<file path="src/rtl/ps2_scancode_decoder.sv">
// PS/2 scan-code set 2 decoder: strips E0/F0 prefixes, collapses Pause, flags device
// replies and queues {ext, break, code} key events in a small FIFO.
module ps2_scancode_decoder #(
  parameter int DEPTH   = 8,
  parameter int AW      = 3,
  parameter int TIMEOUT = 50000
) (
  input  logic       clk,
  input  logic       rst,
  input  logic [7:0] rx_data,
  input  logic       rx_done,
  input  logic       key_rd,
  input  logic       clr_ovf,
  output logic       key_valid,
  output logic [7:0] key_code,
  output logic       key_ext,
  output logic       key_break,
  output logic       dev_ack,
  output logic       dev_bat,
  output logic       dev_err,
  output logic       overflow,
  output logic [2:0] dbg_state
);

  localparam int TW = $clog2(TIMEOUT + 1);

  typedef enum logic [2:0] {
    S_IDLE    = 3'd0,
    S_EXT     = 3'd1,
    S_BRK     = 3'd2,
    S_EXT_BRK = 3'd3,
    S_SKIP    = 3'd4
  } state_t;

  state_t        state_q, state_d;
  logic [2:0]    cnt_q, cnt_d;
  logic [TW-1:0] timer_q, timer_d;
  logic          rx_done_q;
  logic          ack_d, bat_d, err_d;
  logic          push_req;
  logic [9:0]    push_entry;
  logic          accept;

  logic [9:0]    mem_q [DEPTH];
  logic [AW:0]   wr_ptr_q, rd_ptr_q;
  logic          empty, full, pop, do_push;

  assign accept = rx_done & ~rx_done_q;

  always_comb begin
    state_d    = state_q;
    cnt_d      = cnt_q;
    push_req   = 1'b0;
    push_entry = {2'b00, rx_data};
    ack_d      = 1'b0;
    bat_d      = 1'b0;
    err_d      = 1'b0;
    if (accept) begin
      case (state_q)
        S_IDLE: begin
          case (rx_data)
            8'hE0:               state_d = S_EXT;
            8'hF0:               state_d = S_BRK;
            8'hE1: begin         state_d = S_SKIP; cnt_d = 3'd7; end
            8'hFA:               ack_d = 1'b1;
            8'hAA:               bat_d = 1'b1;
            8'hFE, 8'h00, 8'hFF: err_d = 1'b1;
            default:             push_req = 1'b1;
          endcase
        end
        S_EXT: begin
          if (rx_data == 8'hF0) state_d = S_EXT_BRK;
          else if (rx_data != 8'hE0) begin
            push_req   = 1'b1;
            push_entry = {2'b10, rx_data};
            state_d    = S_IDLE;
          end
        end
        S_BRK, S_EXT_BRK: begin
          // A second prefix after F0 is malformed: drop the sequence silently.
          state_d = S_IDLE;
          if (rx_data != 8'hE0 && rx_data != 8'hF0) begin
            push_req   = 1'b1;
            push_entry = {(state_q == S_EXT_BRK), 1'b1, rx_data};
          end
        end
        S_SKIP: begin
          cnt_d = cnt_q - 3'd1;
          if (cnt_q == 3'd1) begin
            push_req   = 1'b1;
            push_entry = {2'b00, 8'hE1};
            state_d    = S_IDLE;
          end
        end
        default: state_d = S_IDLE;
      endcase
    end else if (state_q != S_IDLE && timer_q == TW'(TIMEOUT - 1)) begin
      state_d = S_IDLE;
    end
    timer_d = (accept || state_d == S_IDLE) ? '0 : timer_q + TW'(1);
  end

  always_ff @(posedge clk or posedge rst) begin
    if (rst) begin
      state_q   <= S_IDLE;
      cnt_q     <= '0;
      timer_q   <= '0;
      rx_done_q <= 1'b1;  // a byte already pending at reset release is not taken
      dev_ack   <= 1'b0;
      dev_bat   <= 1'b0;
      dev_err   <= 1'b0;
    end else begin
      state_q   <= state_d;
      cnt_q     <= cnt_d;
      timer_q   <= timer_d;
      rx_done_q <= rx_done;
      dev_ack   <= ack_d;
      dev_bat   <= bat_d;
      dev_err   <= err_d;
    end
  end

  assign empty   = (wr_ptr_q == rd_ptr_q);
  assign full    = (wr_ptr_q[AW] != rd_ptr_q[AW]) && (wr_ptr_q[AW-1:0] == rd_ptr_q[AW-1:0]);
  assign pop     = key_rd & ~empty;
  assign do_push = push_req & (~full | pop);

  always_ff @(posedge clk) begin
    if (do_push) mem_q[wr_ptr_q[AW-1:0]] <= push_entry;
  end

  always_ff @(posedge clk or posedge rst) begin
    if (rst) begin
      wr_ptr_q <= '0;
      rd_ptr_q <= '0;
      overflow <= 1'b0;
    end else begin
      if (do_push) wr_ptr_q <= wr_ptr_q + 1'b1;
      if (pop)     rd_ptr_q <= rd_ptr_q + 1'b1;
      if (push_req && full && !pop) overflow <= 1'b1;
      else if (clr_ovf)             overflow <= 1'b0;
    end
  end

  assign key_valid = ~empty;
  assign {key_ext, key_break, key_code} = empty ? 10'd0 : mem_q[rd_ptr_q[AW-1:0]];
  assign dbg_state = state_q;

endmodule

</file>
<file path="config.mk">
export PLATFORM = sky130hd
export DESIGN_NAME = ps2_scancode_decoder
export DESIGN_NICKNAME = d
export VERILOG_FILES = /design/src/rtl/ps2_scancode_decoder.sv
export SDC_FILE = /design/constraint.sdc
export NUM_CORES = 1
export LEC_CHECK = 0
export CAP_MARGIN = 0
export CORE_MARGIN = 3
export CORE_UTILIZATION = 43
export CTS_CLUSTER_DIAMETER = 120
export DETAILED_ROUTE_END_ITERATION = 8
export GPL_ROUTABILITY_DRIVEN = 0
export PLACE_DENSITY_LB_ADDON = 0.2
export SETUP_SLACK_MARGIN = 0.3
export SYNTH_ARGS = -nofsm -noshare
export SYNTH_HDL_FRONTEND = slang
export SYNTH_SLANG_ARGS = --single-unit
</file>
<file path="constraint.sdc">
create_clock -name clk -period 3.4 [get_ports clk]
set_input_delay 0.51 -clock clk [delete_from_list [all_inputs] [get_ports clk]]
set_output_delay 0.51 -clock clk [all_outputs]
set_load 0.005 [all_outputs]
</file>
---- Yosys cells after proc, flatten, opt, wreduce, memory -nomap -nowiden ----
Memory sizes are Yosys's and may differ from the RTL's.
Cells that the tools add are included.
storage, ports and cells
  register bits after elaboration ......... 35
  RAM bits ................................ 80
  input port bits ......................... 13
  output and inout port bits .............. 18
  memories kept ........................... 1
memories
  memory  depth  bits a word  read ports  clocked after Yosys merged registers in  write ports  RTL line  RTL
  mem_q   8      10           1           0                                        1            44        logic [9:0] mem_q [DEPTH];
operators by class
  add/sub/neg operators ................... 4
  eq/ne operators ......................... 19
  muxes and demuxes ....................... 37
  bitwise operators ....................... 7
  reductions and logical operators ........ 17
operators by type and width
  cell                   count
  $eq 8x8->1 const B     7
  $mux 10                5
  $pmux 10 s3            1
  $mux 1                 19
  $mux 3                 6
  $pmux 3 s3             2
  $add 16x1->16 const B  1
  $eq 16x16->1 const B   1
  $mux 16                1
  $ne 8x8->1 const B     2
  $add 4x1->4 const B    2
  $logic_not 8->1        1
  $mux 8                 1
  $reduce_or 8->1        1
  $eq 3x1->1 const B     2
  $eq 3x2->1 const B     2
  $logic_not 3->1        2
  $pmux 3 s2             1
  $logic_and 1x1->1      5
  $eq 4x4->1             1
  $pmux 1 s4             1
  $reduce_bool 2->1      2
  $and 1x1->1            3
  $eq 3x3->1             1
  other kinds (12)       14

---- Logic depth before layout (Yosys ltp) ----
  depth in word-level cells ............... 8
  mapped depth ............................ 8
  gate-level depth less buffers ........... 6

---- Worst setup path after synthesis ----
OpenSTA, ideal clock, no wires.
  path kind ............................... flip-flop to flip-flop
  from .................................... reg state_q[2], in the netlist dbg_state[2]
  to ...................................... mem mem_q[1][0] (enable)
  setup time .............................. 403 ps
  data arrival time ....................... 2730 ps
  path slack .............................. 267 ps
  cell stages (with the launch flop) ...... 8
  buffers on the path ..................... 2
  clock period less this slack ............ 3133 ps
  cell sequence ........................... dfrtp_1 -> buf_6 -> or3b_4 -> nor3_4 -> a21bo_4 -> o21a_4 -> buf_6 -> nor4_1
between the ends
  word-level cells in the longest chain between the ends .. 7
  elaborated cells between the ends (all ways) .. 11
  classes of those cells .................. 4 x eq/ne; 4 x mux; 1 x bitwise; 2 x reduce/logical
RTL lines
  item                            RTL line  RTL
  from (decl)                     35        state_t state_q, state_d;
  from (signal assigned)          113       state_q <= state_d;
  $eq 3x2->1                      59        case (state_q)
  $reduce_or 2->1                 59
  $pmux 1 s4 *                    59
  $mux 1 *                        58        if (accept) begin
  $and 1x1->1 *                   126       assign do_push = push_req & (~full | pop);
  $mux 1 *                        129       if (do_push) mem_q[wr_ptr_q[AW-1:0]] <= push_entry;
  $mux 1 (not written as such) *  129
  to (decl)                       44
Every way passes the cells marked *; elsewhere a longest branch is shown, timed or not.

---- Worst setup path in the final report ----
  from .................................... reg rd_ptr_q[0]
  to ...................................... out key_ext
between the ends
  word-level cells in the longest chain between the ends .. 2
  elaborated cells between the ends (all ways) .. 3
  classes of those cells .................. 1 x eq/ne; 1 x mux; 1 x memory
RTL lines
  item                                               RTL line  RTL
  from (decl)                                        45        logic [AW:0] wr_ptr_q, rd_ptr_q;
  from (signal assigned)                             139       if (pop) rd_ptr_q <= rd_ptr_q + 1'b1;
  $mem_v2 8x10 / $eq 4x4->1 (equally long branches)  -
  $mux 10 *                                          146       assign {key_ext, key_break, key_code} = empty ? 10'd0 : mem_q[rd_ptr_q[AW-1:0]];
  to (decl)                                          16        output logic key_ext,
Marks and branches as above.

==> summary.md <==
| Metric | Value |
|---|---|
| Worst setup slack after layout | `0.466 ns` |
| Vias per cell | `5.48` |
| DRT Wirelength | `10400 µm` |
| Depth of the CTS H-tree | `4` |
| Required time reported for the critical path endpoint | `2.89 ns` |
| Worst Setup SP | `rd_ptr_q[0]$_DFFE_PP0P_` |
| Y dimension of the die | `115 µm` |
| Post-route standard cell area excluding fillers | `0.00619 mm²` |
| CTS max path bufs | `2` |
| # hold bufs at CTS | `0` |
| Final Max Tran Viols | `0` |
| Synthesized netlist net count | `365` |
| Die width | `115 µm` |
| Min-Delay Path Depth | `1` |
| Hold Path Class | `flip-flop to flip-flop` |
| Number of buffers inserted to repair setup after CTS | `0` |
| Outcome | `finished, final reports clean` |
| DR iter-0 viols | `201` |
| Sum of negative setup slack | `0 ns` |
| Max Fclk | `0.341 GHz` |
| Number of clock buffers inserted by TritonCTS | `17` |
| Clock period minus final worst setup slack | `2.93 ns` |
| Cell leakage power | `2.21 nW` |
| Routed wirelength normalized by instance count | `18.9 µm` |
| Commonest register cell after synthesis | `edfxtp_1` |
| Total clock sinks | `115` |
| Post-synthesis instance total | `347` |
| Arrival time of data at the critical path endpoint | `2.42 ns` |
| Final worst path period share | `0.863` |
| Final hold vios | `0` |
| Final count of negative-setup-slack endpoints | `0` |
| Final clock skew | `0.00892 ns` |
| Hpwl dp | `7340 µm` |
| Proportion of layout cells with a drive suffix above 1 | `0.208` |
| Die Area | `0.0132 mm²` |
| Filler cell count | `928` |
| CTS tree | `built` |
| Transition time of the tightest slew-check pin | `0.820 ns` |
| Average cell area after synthesis | `14.7 µm²` |
| Pin count of the biggest net entering global routing | `36` |
| Worst slack after detailed placement | `0.411 ns` |
| Number of primary I/O pins | `31` |
| CP Launch Type | `flip-flop` |
| Clock Tree Root | `clkbuf_16` |
| Post-route DRC violation count | `0` |
| Total power of the final layout | `0.00461 W` |
| Worst reg-to-reg path cell count | `6` |
| Port Buf Inserts | `30` |
| Vias in the first global route | `3095` |
| Portion of the post-synthesis area used by sequential elements | `0.644` |
| R2R Path End | `mem_q[1][1]$_DFFE_PP_` |
| Instance area after placement | `0.00565 mm²` |
| Insertion delay to the later sink of the worst-skew pair | `0.40 ns` |
| Cts repair resizes | `0` |
| Routed vias | `3022` |
| Antenna violations before repair | `0` |
| Final net count | `413` |
| Area added between synthesis and finish | `21.7%` |
| Final antenna diode count | `0` |
| CP Max Fanout | `9` |
| Starting utilization of the core area | `0.442` |
| Syn. warnings | `0` |
| # Max-Cap Violations | `0` |
| Slew headroom | `0.451` |
| Launch instance of the worst register-to-register path | `dbg_state[1]$_DFF_PP0_` |
| Total global routing overflow | `0` |
| Core Area | `0.0115 mm²` |
| Row Count | `39` |
| Total routing resource utilization after global routing | `0.174` |
| CTS clk-pin slew, worst paths | `0.05 ns` |
| Async set or reset register ratio after synthesis | `0.304` |
| Start-to-end type of the worst setup path | `flip-flop to output port` |
| Maximum resistive drop on vdd | `0.000396 V` |
| Critical path capture point type | `output port` |
| Hold worst-path end | `timer_q[0]$_DFF_PP0_` |
| First-pass GRT wire length | `17000 µm` |
| Setup repair after global routing missed its margin | `no` |
| Areal power density over the cells | `745 mW/mm²` |
| Library cells used by synthesis | `54` |
| First-pass detailed-route iteration total | `4` |
| Post-synthesis cell area | `0.00509 mm²` |
| Setup slack of the most critical reg-to-reg path | `0.93 ns` |
| Hold wc startpoint | `timer_q[0]$_DFF_PP0_` |
| Register bit count reported by yosys | `115` |
| Remaining antenna violation count after routing | `0` |
| Number of enable flip-flop cells after synthesis | `80` |
==> flip-flops by register name, indices dropped and copies added, names as in the netlist <==
signal / cells
overflow: 1
timer_q: 16
wr_ptr_q: 4
rd_ptr_q: 4
dev_err: 1
dbg_state: 3
rx_done_q: 1
dev_bat: 1
dev_ack: 1
mem_q: 80
cnt_q: 3
==> final cells by class <==
cell class	count	area [µm²]	share of cell area
Sequential cell	115	3280	0.529
Tap cell	143	179	0.0289
Multi-Input combinational cell	206	1740	0.282
Timing Repair Buffer	44	405	0.0654
Clock inverter	14	116	0.0188
Clock buffer	18	429	0.0693
Inverter	11	41.3	0.00667
==> layout by cell type, fill, tap and decap left out, types with 11 or more instances in the layout <==
cell	Yosys	routed
nand2_1	14	14
clkdlybuf4s50_1	0	30
clkbuf_16	0	17
edfxtp_1	80	80
buf_4	0	14
xor2_1	11	11
inv_1	11	11
nor2_1	37	37
mux4_2	20	20
dfrtp_1	34	34
==> how the worst max path moves through the flow <==
stage / end / slack (ns) / cells past startpoint
2_1_floorplan: mem_q[1][0]$_DFFE_PP_ / 0.27 / 7
3_3_place_gp: mem_q[1][8]$_DFFE_PP_ / 0.48 / 7
3_5_place_dp: mem_q[1][6]$_DFFE_PP_ / 0.41 / 7
4_1_cts: key_ext / 0.41 / 5
5_1_grt: key_code[7] / 0.30 / 5
6_report: key_ext / 0.47 / 5
==> synthesized netlist by cell type, drive strengths merged, types with 3 or more instances <==
cell type / number / area share
mux4: 20 / 0.088
inv: 11 / 0.0081
a21oi: 4 / 0.0047
dfrtp: 34 / 0.17
or2: 4 / 0.0049
nor2: 37 / 0.027
mux2i: 10 / 0.020
and3: 5 / 0.0061
nor2b: 8 / 0.0098
nand3: 8 / 0.0079
nor4b: 3 / 0.0081
nand4: 3 / 0.0037
buf: 7 / 0.0091
or3: 8 / 0.0098
o21ai: 4 / 0.0039
nor4: 7 / 0.0086
ha: 5 / 0.012
nand2: 14 / 0.010
xor2: 11 / 0.019
or4: 3 / 0.0044
o211ai: 6 / 0.0088
nor3: 10 / 0.013
xnor2: 10 / 0.017
nand2b: 3 / 0.0037
clkbuf: 8 / 0.0059
edfxtp: 80 / 0.47
==> logic make-up (layout without fill, tap and decap cells) <==
| logic type | count (synthesis) | in the layout | synth area share |
|---|---|---|---|
| AO/OA/AOI/OAI | 27 | 27 | 0.0401 |
| XOR/XNOR | 21 | 21 | 0.0361 |
| adder cells (fa/ha/maj) | 5 | 5 | 0.0123 |
| buffers and inverters | 26 | 87 | 0.0231 |
| flip-flops | 115 | 115 | 0.644 |
| multiplexers | 31 | 31 | 0.110 |
| AND/OR/NAND/NOR | 122 | 122 | 0.134 |
==> through the flow <==
step | hold WS (ns) | cells | util
final | 0.468 | 551 | 0.538
after global routing | 0.494 | 551 | 0.538
after CTS | 0.476 | 551 | 0.538
after detailed placement | 0.469 | 519 | 0.491
after global placement | 0.459 | 519 | 0.491
after floorplan | 0.433 | 347 | -
==> critical path, stage by stage, from the launching register on <==
cell and delay [ns]:
dfrtp_1 0.50, buf_4 0.28, mux4_2 0.57, mux2i_1 0.15, nor2_1 0.06, clkdlybuf4s50_1 0.46
==> report_power, final <==
part	switching [W]	total, W	internal, W	leakage, nW
Sequential	0.000112	0.00174	0.00163	1.19
Clock	0.000596	0.00159	0.000994	0.253
Combinational	0.000601	0.00128	0.000680	0.775
Total	0.00131	0.00461	0.00330	2.21
==> per-layer routing <==
metal	GRT usage	vias to the layer above	part of all wire	wire length, µm
met1	0.236	1528	0.45	4640
met5	0	-	0	0
met3	0.0416	8	0.040	418
li1	-	1411	-	-
met4	0.0516	0	0.0076	79
met2	0.283	75	0.51	5260
Power figures use the tool's default switching activity.
==> patch, RTL diff (same flow settings) <==
The parameter `AW` goes from 3 to 4.
--- a/src/rtl/ps2_scancode_decoder.sv
+++ b/src/rtl/ps2_scancode_decoder.sv
@@ -2,7 +2,7 @@
 // replies and queues {ext, break, code} key events in a small FIFO.
 module ps2_scancode_decoder #(
   parameter int DEPTH   = 8,
-  parameter int AW      = 3,
+  parameter int AW      = 4,
   parameter int TIMEOUT = 50000
 ) (
   input  logic       clk,
Function: same outputs for any inputs over 10 cycles, from zero or initial values and one cycle with rst high; that may be too few to reach the edited logic, so the function may still have changed.
==> patch against the original RTL <==
Routed wire length down 5.1%; synthesized area up 0.59%; final cell count up 0.54%; cell area up 1.6%; total power up 6.1%; sequential cell count up 2; worst setup slack worse by 0.096 ns; largest cell class unchanged; largest power group is now clock.
==> patch: results (changes against the original RTL) <==
Final nets = 416 (+0.73%)
Ys async rst share = 31.6% (+1.2 points)
Final hold slack = 0.450 ns (-0.0180 ns)
Reg2Reg Depth = 5 (-1)
Post-DP Area = 0.00565 sq mm (about the same)
CP Capture Point = key_valid
Post-synth net total = 370 (+1.4%)
Adder-Cell Fraction of Synth Area = 1.22% (-0.0072 points)
DR vias/cell = 5.42 (-1.1%)
Pin count of the biggest net entering global routing = 38 (+5.6%)
Post-synthesis compound-gate area fraction = 3.30% (-0.71 points)
Leakage dissipation = 2.30 nW (+3.7%)
Aggregate global-route resource usage = 16.3% (-1.1 points)
Synth warn = 0 (unchanged)
Finished Layout Cells = 554 (+0.54%)
Largest stage delay on the critical path = 0.50 ns (-0.07 ns)
Vias in the first global route = 3,135 (+1.3%)
Area contributors post-synth = edfxtp_1 (47%), dfrtp_1 (18%), mux4_2 (8.8%)
Placed Cells = 522 (+0.58%)
Setup WS pre-CTS = 0.0153 ns (-0.396 ns)
Worst slew pin tran = 1.21 ns (+0.394 ns)
Crit-path max FO = 11 (+2)
Reg2reg start = dbg_state[2]$_DFF_PP0_
Worst Path Arrival = 2.52 ns (+0.10 ns)
Worst R2R End = mem_q[1][7]$_DFFE_PP_
First-iteration detailed-routing DRC count = 137 (-32%)
Hpwl dp = 6610 microns (-10%)
Drt total wl = 9860 microns (-5.1%)
Seq/Total Area, Yosys = 65.0% (+0.60 points)
Synth cell count leaders = edfxtp_1 (80), nor2_1 (44), dfrtp_1 (36)
Run status = finished, final reports clean
Worst vdd ir = 0.000333 V (-16%)
Synth Area in XOR/XNOR = 4.79% (+1.2 points)
Setup Skew = 0.00930 ns (+0.000386 ns)
Cell variety after synth = 49 (-9.3%)
Share of cells above drive strength 1 = 20.4% (-0.40 points)
Mux cell area share after synthesis = 11.3% (+0.23 points)
First-pass GRT wire length = 16,300 microns (-4.4%)
Worst path slowest cell = dfrtp_1
Final worst path period share = 89.1% (+2.8 points)
Port bufs = 30 (unchanged)
==> patch: cell types whose count changed after synthesis, moves of 3 or more <==
cell      delta
or3_1        -6
o211ai_1     -4
o21ai_0      -4
inv_1        +3
nor2b_1      -5
and3_1       +5
xnor2_1      +8
nor2_1       +7
==> patch: layout make-up <==
class | count | area [sq um]
Multi-Input combinational cell | 204 | 1700
Sequential cell | 117 | 3330
Clock inverter | 15 | 204
Clock buffer | 17 | 425
Tap cell | 143 | 179
Timing Repair Buffer | 44 | 405
Fill cell | 957 | 5220
Inverter | 14 | 52.6
==> patch: power by group <==
part	total, mW	internal, mW	switching [mW]
Sequential	1.80	1.67	0.126
Combinational	1.24	0.684	0.556
Clock	1.86	1.23	0.628
==> patch: repair_timing <==
action / 4_1_cts / 5_1_grt
gates resized for setup: 1 / 2
hold endpoints to repair: 0 / 0
buffers inserted: 0 / 0
endpoints found under the setup margin: 11 / 51
==> patch: logic make-up after synthesis <==
logic type | Yosys count
adders and majority gates | 5
AOI/OAI and AO/OA | 21
buffers and inverters | 31
DFF | 117
and+or+nand+nor | 118
xor gates and xnor gates | 28
muxes | 32
==> patch: metal layers <==
| layer | track usage [%] | wire (microns) | up-vias | part of all wire (%) |
|---|---|---|---|---|
| met4 | 5.16 | 98 | 0 | 0.99 |
| met1 | 21.5 | 4510 | 1533 | 46 |
| li1 | - | - | 1400 | - |
| met5 | 0 | 0 | - | 0 |
| met3 | 4.42 | 415 | 9 | 4.2 |
| met2 | 26.6 | 4840 | 63 | 49 |
==> patch: worst max-delay path: cells and delay by family (launching register included) <==
family / cells / cell delay (ns)
xor gates and xnor gates: 1 / 0.20
buffers and inverters: 2 / 0.58
DFF: 1 / 0.50
and+or+nand+nor: 2 / 0.83
